`config.mk`:
```
export PLATFORM = sky130hd
export DESIGN_NAME = ram_arbiter
export DESIGN_NICKNAME = d
export VERILOG_FILES = /design/src/rtl/ram_arbiter_pkg.sv /design/src/rtl/ram_arbiter.sv
export SDC_FILE = /design/constraint.sdc
export NUM_CORES = 1
export LEC_CHECK = 0
export BUFFER_PORTS_ARGS = -buffer_cell sky130_fd_sc_hd__buf_2
export CORE_AREA = 2 2 107 109
export CTS_CLUSTER_SIZE = 25
export DETAILED_ROUTE_END_ITERATION = 10
export DIE_AREA = 0 0 109 111
export HOLD_SLACK_MARGIN = 0.15
export PLACE_DENSITY = 0.65
export RECOVER_POWER = 50
export SLEW_MARGIN = 20
export SYNTH_ARGS = -nofsm -noshare
export SYNTH_HDL_FRONTEND = slang
export SYNTH_SLANG_ARGS = --single-unit
```
`constraint.sdc`:
```
create_clock -name clk -period 1.8 [get_ports clk]
set_input_delay 0.45 -clock clk [delete_from_list [all_inputs] [get_ports clk]]
set_output_delay 0.45 -clock clk [all_outputs]
set_load 0.03 [all_outputs]
```
`src/rtl/ram_arbiter_pkg.sv`:
```
// ram_arbiter_pkg: bus widths, arbiter state and owner encodings shared by the RAM arbiter.
// Revision: 1.0
`default_nettype none

package ram_arbiter_pkg;

  localparam int ADDR_W = 32;
  localparam int DATA_W = 32;
  localparam int SEL_W  = 4;
  localparam int CNT_W  = 2;

  typedef enum logic [1:0] {
    ST_IDLE = 2'd0,
    ST_BUSY = 2'd1,
    ST_RESP = 2'd2
  } arb_state_e;

  typedef enum logic {
    OWN_IF   = 1'b0,
    OWN_DATA = 1'b1
  } owner_e;

endpackage

`default_nettype wire

```
`src/rtl/ram_arbiter.sv`:
```
// ram_arbiter: serialises IF and data-port accesses onto one single-ported RAM, one at a time.
// Revision: 1.0
`default_nettype none

module ram_arbiter
  import ram_arbiter_pkg::*;
#(
  parameter int RAM_LATENCY = 1
) (
  input  logic              clk,
  input  logic              rst,
  input  logic              inst_en,
  input  logic [ADDR_W-1:0] inst_addr,
  output logic [DATA_W-1:0] inst_rdata,
  output logic              inst_ready,
  input  logic              data_en,
  input  logic [SEL_W-1:0]  data_write_en,
  input  logic [ADDR_W-1:0] data_addr,
  input  logic [DATA_W-1:0] data_wdata,
  output logic [DATA_W-1:0] data_rdata,
  output logic              data_ready,
  output logic              ram_en,
  output logic [SEL_W-1:0]  ram_write_en,
  output logic [ADDR_W-1:0] ram_addr,
  output logic [DATA_W-1:0] ram_write_data,
  input  logic [DATA_W-1:0] ram_read_data,
  output logic              stall_req
);

  arb_state_e        state_q, state_d;
  owner_e            owner_q, owner_d;
  logic [CNT_W-1:0]  cnt_q, cnt_d;
  logic [DATA_W-1:0] inst_hold_q, data_hold_q;

  logic in_resp, can_grant, data_elig, inst_elig, grant_data, grant_inst;

  // The port being answered in RESP still shows its finished request, so it is masked out.
  assign in_resp    = (state_q == ST_RESP);
  assign can_grant  = !rst && ((state_q == ST_IDLE) || in_resp);
  assign data_elig  = data_en && !(in_resp && owner_q == OWN_DATA);
  assign inst_elig  = inst_en && !(in_resp && owner_q == OWN_IF);
  assign grant_data = can_grant && data_elig;
  assign grant_inst = can_grant && inst_elig && !data_elig;

  always_ff @(posedge clk) begin
    if (rst) begin
      state_q     <= ST_IDLE;
      owner_q     <= OWN_IF;
      cnt_q       <= '0;
      inst_hold_q <= '0;
      data_hold_q <= '0;
    end else begin
      state_q <= state_d;
      owner_q <= owner_d;
      cnt_q   <= cnt_d;
      if (in_resp && owner_q == OWN_IF)   inst_hold_q <= ram_read_data;
      if (in_resp && owner_q == OWN_DATA) data_hold_q <= ram_read_data;
    end
  end

  always_comb begin
    state_d        = state_q;
    owner_d        = owner_q;
    cnt_d          = cnt_q;
    ram_en         = 1'b0;
    ram_write_en   = '0;
    ram_addr       = '0;
    ram_write_data = '0;

    if (grant_data) begin
      ram_en         = 1'b1;
      ram_write_en   = data_write_en;
      ram_addr       = data_addr;
      ram_write_data = data_wdata;
      owner_d        = OWN_DATA;
    end else if (grant_inst) begin
      ram_en   = 1'b1;
      ram_addr = inst_addr;
      owner_d  = OWN_IF;
    end

    if (grant_data || grant_inst) begin
      if (RAM_LATENCY == 1) begin
        state_d = ST_RESP;
      end else begin
        state_d = ST_BUSY;
        cnt_d   = CNT_W'(RAM_LATENCY - 2);
      end
    end else begin
      case (state_q)
        ST_BUSY: begin
          if (cnt_q == '0) state_d = ST_RESP;
          else             cnt_d   = cnt_q - CNT_W'(1);
        end
        ST_RESP: state_d = ST_IDLE;
        default: state_d = ST_IDLE;
      endcase
    end
  end

  // A port that dropped its request gets no pulse; the response still retires.
  assign inst_ready = !rst && in_resp && (owner_q == OWN_IF)   && inst_en;
  assign data_ready = !rst && in_resp && (owner_q == OWN_DATA) && data_en;

  assign inst_rdata = (in_resp && owner_q == OWN_IF)   ? ram_read_data : inst_hold_q;
  assign data_rdata = (in_resp && owner_q == OWN_DATA) ? ram_read_data : data_hold_q;

  assign stall_req = (inst_en && !inst_ready) || (data_en && !data_ready);

endmodule

`default_nettype wire

```
Yosys cells after proc, flatten, opt, wreduce, memory -nomap -nowiden
Cells that the tools add are included.
{"block": "totals", "mem_bits_ro": 0, "output_inout_bits": 136, "mem_count": 0, "latchBits": 0, "elab_cells": 42, "ram_bits": 0, "ff_bits": 66}
{"block": "op_classes", "eq_ne": 0, "div": 0, "reduce_logical": 26, "add_sub_neg": 0, "bitwise": 1, "mul": 0, "shifts": 0, "n_lt_le_gt_ge": 0, "n_mux": 11}
{"cell": "32-bit 2-to-1 mux", "count": 5}
{"cell": "1-bit logical AND", "count": 15}
{"cell": "1-bit logical NOT", "count": 6}
{"cell": "1-bit 2-to-1 mux", "count": 4}
{"cell": "4-bit 2-to-1 mux", "count": 1}
{"cell": "1-bit logical OR", "count": 3}
{"cell": "2-bit logical NOT", "count": 1}
{"cell": "2-bit 2-to-1 mux", "count": 1}
{"cell": "2-bit nonzero test", "count": 1}
{"cell": "1-bit NOT", "count": 1}

Longest topological paths before layout
{"block": "depth", "depth_word": 8, "depth_mapped": 5, "depth_no_buf": 3}

Worst setup path before layout
OpenSTA, ideal clock, no wires.
{"block": "synth_path", "path_type": "register to output", "start": "register owner_q", "end": "output port inst_ready", "setup_slack_ps": -184, "stages_incl_launch_ff": 5, "arrival_time_ps": 1534, "path_cell_list": "dfxtp_1 > nand2b_1 > buf_6 > buf_6 > nor3b_1"}
{"block": "synth_between", "elab_chain_cells": 3}
{"element": "from (decl)", "line": "ram_arbiter.sv:31", "source": "owner_e owner_q, owner_d;"}
{"element": "from (signal assigned)", "line": "ram_arbiter.sv:54", "source": "owner_q <= owner_d;"}
{"element": "1-bit NOT", "line": "ram_arbiter.sv:102", "source": "assign inst_ready = !rst && in_resp && (owner_q == OWN_IF) && inst_en;"}
{"element": "1-bit logical AND (2 in series)", "line": "ram_arbiter.sv:102"}
{"element": "to (decl)", "line": "ram_arbiter.sv:15", "source": "output logic inst_ready,"}
Every way passes these cells.

Final worst setup path
{"block": "layout_path", "start": "register owner_q", "end": "output port ram_addr[13]"}
{"block": "layout_between", "elab_chain_cells": 8, "elab_cells_between_ends": 13, "classes_between": "mux: 2; bitwise: 1; reduce/logical: 10"}
{"element": "1-bit NOT", "line": "ram_arbiter.sv:41", "source": "assign inst_elig = inst_en && !(in_resp && owner_q == OWN_IF);"}
{"element": "1-bit logical AND", "line": "ram_arbiter.sv:41"}
{"element": "1-bit logical NOT", "line": "ram_arbiter.sv:41"}
{"element": "1-bit logical AND", "line": "ram_arbiter.sv:41"}
{"element": "1-bit logical AND (2 in series)", "line": "ram_arbiter.sv:43", "source": "assign grant_inst = can_grant && inst_elig && !data_elig;"}
{"element": "32-bit 2-to-1 mux", "line": "ram_arbiter.sv:76", "source": "end else if (grant_inst) begin"}
{"element": "32-bit 2-to-1 mux *", "line": "ram_arbiter.sv:70", "source": "if (grant_data) begin"}
{"element": "to (decl)", "line": "ram_arbiter.sv:24", "source": "output logic [ADDR_W-1:0] ram_addr,"}
Every way passes the cells marked *; elsewhere a longest branch is shown, timed or not.

==> flow_summary.yaml <==
yosys:
  ys_seq_area_share_pct: 40.1
  syn_area_per_cell_um2: 10.9
  yosysUniqueCellTypes: 20
  yosysWarnings: 0
  yosysTopAreaCellShare_pct: 40.1
  synth_fp_nets: 438
  muxShareOfSynthArea_pct: 25.3
  synth_compound_area_share_pct: 10.1
  synthAdderAreaFrac_pct: 0
  synth_area_um2: 3290
  yosys.area.top_type: "dfxtp_1"
  yosys_register_bits: 66
  synth-xor-area-share_pct: 0
  synth_cells: 302
  synth-simple-area-share_pct: 20.1
  synthTopCellsByArea: "dfxtp_1 (40%), and2_1 (19%), mux2_2 (13%)"
  synth_top_family_by_area: "multiplexers"
clocking:
  h-tree-depth: 3
  clockBufferDepth: 2
  cts_tree: "yes"
  clock-sinks: 66
  root_buffer: "clkbuf_16"
  clk_pin_slew_ns: 0.06
  clk_latency_ns: 0.32
  cts_made_buffers: 9
route:
  routed_wl_mm: 14.6
  drc: 0
  postRouteAntennaNets: 0
  num_vias: 3437
  via_per_inst: 4.62
  post_drt_wl_per_cell_um: 19.6
  firstDrtPassIters: 4
  drtIter0Drc: 108
global_routing:
  grt_pass1_vias: 3366
  grt_max_degree: 65
  overflow: 0
  grt.total_usage_pct: 20.5
  grt_pass1_wl_mm: 18.6
  antenna_found_initial: 0
final_layout:
  syn_to_final_growth_pct: 104
  n_antenna_cell: 0
  design_area_um2: 6720
  drive_gt1_share_pct: 77.2
  nets: 732
sta:
  worstMarginPinSlew_ns: 0.490
  period_share_pct: 116
  finalSetupViolations: 135
  hold_slack_ns: 0.489
  hold_violations: 0
  max-slew-margin-rel_pct: 67.3
  fin_ws_ns: -0.297
  rsz0062_at_grt: "yes"
  period_needed_ns: 2.10
  final.setup.tns_ns: -30.70
  finClkSkew_ns: 0.00692
  drv_slew: 0
  fmaxAchievable_mhz: 477
run:
  cap_violations: 0
outcome:
  violations: "negative setup slack"
  status: "finished with violations"
hold_path:
  hold_path_class: "primary input to flip-flop"
placement:
  numPortBuffers: 271
  dp_hpwl_mm: 9.47
  place_congestion: 0.757
  placed_cell_area_um2: 4970
die:
  rows: 39
  initial_core_util_pct: 29.7
  die_w_um: 109
  fp.dieH_um: 111
  core_um2: 11100
  dieArea_um2: 12100
  io_pins: 272
power_and_ir_drop:
  vdd_ir_drop_max_mv: 0.528
  p_leak_uw: 0.00350
  pwr_density_cell_nw_per_um2: 795
worst_setup_path:
  setup.worst_path.class: "flip-flop to output pin"
  worstPathArrival_ns: 1.65
  cpPeakStageDelay_ns: 0.33
  crit_family: "buffers and inverters"
  path_cells: "buf_6, a21oi_4, buf_6, buf_12, buf_16, a22o_4, buf_6"
  critical_path.slowest_cell: "dfxtp_2"
  critPathCaptureType: "output pin"
  critPathMaxFanout: 7
  path_common_cell: "buf_6"
  crit_required_ns: 1.35
  startpoint_type: "flip-flop"
  crit_buf_inv: 5
[area by class of cell]
type | instances | area [um^2]
fillers | 909 | 4360
clock inverters | 6 | 63.8
repair buffers | 307 | 2640
multi-input cells | 210 | 2260
inverters | 2 | 7.51
flip-flops and latches | 66 | 1330
clock buffers | 10 | 239
well taps | 143 | 179
[flip-flops by register name, summed over array words and instances, names as in the netlist]
signal	flops
data_hold_q	32
inst_hold_q	32
state_q	1
owner_q	1
[report_power, final]
group | internal [uW] | switching (uW) | total, uW
clock | 1110 | 664 | 1770
sequential | 1550 | 26.7 | 1570
combinational | 997 | 997 | 1990
[layer usage]
layer  global-route usage (%)  part of all wire, %  vias to the layer above
li1                         -                    -                     1623
met1                     22.1                   38                     1659
met2                     37.1                   53                      139
met3                     5.58                  6.6                       16
met4                     7.86                  2.4                        0
met5                        0                    0                        -
[repair_timing]
action / 4_1_cts / 5_1_grt
pin swaps: 2 / 31
buffers inserted: 4 / 6
setup endpoints to repair: 136 / 136
cloned: 3 / 8
resized for setup: 142 / 206
hold buffers: 0 / 0
[final timing paths]
path,start,endpoint,slack [ns],cells after the start
setup / recovery,owner_q,ram_addr[13],-0.30,7
hold / removal,rst,owner_q,0.49,3
setup reg to reg,owner_q,inst_hold_q[15],0.41,5
hold reg to reg,data_hold_q[26],data_hold_q[26],0.58,2
[kinds of logic after synthesis]
kind of cell | Yosys count
simple gates | 107
compound gates | 38
flops | 66
buf+inv | 26
mux | 65
[synthesized netlist by cell type]
| master | n |
|---|---|
| a21o_1 | 1 |
| a21oi_2 | 1 |
| a22o_1 | 32 |
| a31o_2 | 2 |
| a31oi_1 | 1 |
| and2_1 | 100 |
| buf_2 | 4 |
| buf_4 | 3 |
| buf_6 | 4 |
| clkbuf_1 | 13 |
| dfxtp_1 | 66 |
| inv_1 | 2 |
| mux2_2 | 37 |
| mux2_4 | 27 |
| mux2i_1 | 1 |
| nand2_2 | 1 |
| nand2b_1 | 2 |
| nor2_1 | 3 |
| nor3b_1 | 1 |
| o2111a_2 | 1 |
[stage by stage]
stage               instances  power (uW)  util [%]  setup WS, ns
floorplan                 302        2570         -       -0.0508
global placement          708        3040      44.9        -0.258
detailed placement        708        3050      44.9        -0.273
CTS                       730        5040      52.5        -0.291
global route              744        5540      60.6        -0.344
finish                    744        5340      60.6        -0.297
[worst register-to-register path, delay by kind of cell, from the launching register on]
kind	cells	cell delay, ns
DFF	1	0.32
muxes	1	0.31
and+or+nand+nor	2	0.34
buffers and inverters	2	0.30
[layout by cell type (no fill, tap or decap), types with 2 or more instances in the layout]
cell        instances
and2_2             16
mux2_2              8
buf_8               4
clkinv_2            2
a22o_2              7
buf_4              14
buf_16              3
mux2_4             56
inv_1               2
clkbuf_16          16
buf_12              8
buf_2             152
a31o_2              2
dfxtp_1            64
buf_6             107
and2_4             20
clkbuf_4           12
a22o_4             24
clkinvlp_4          2
nor2_1              2
and2_1             64
Note: power is estimated with default switching activity, not from simulation.
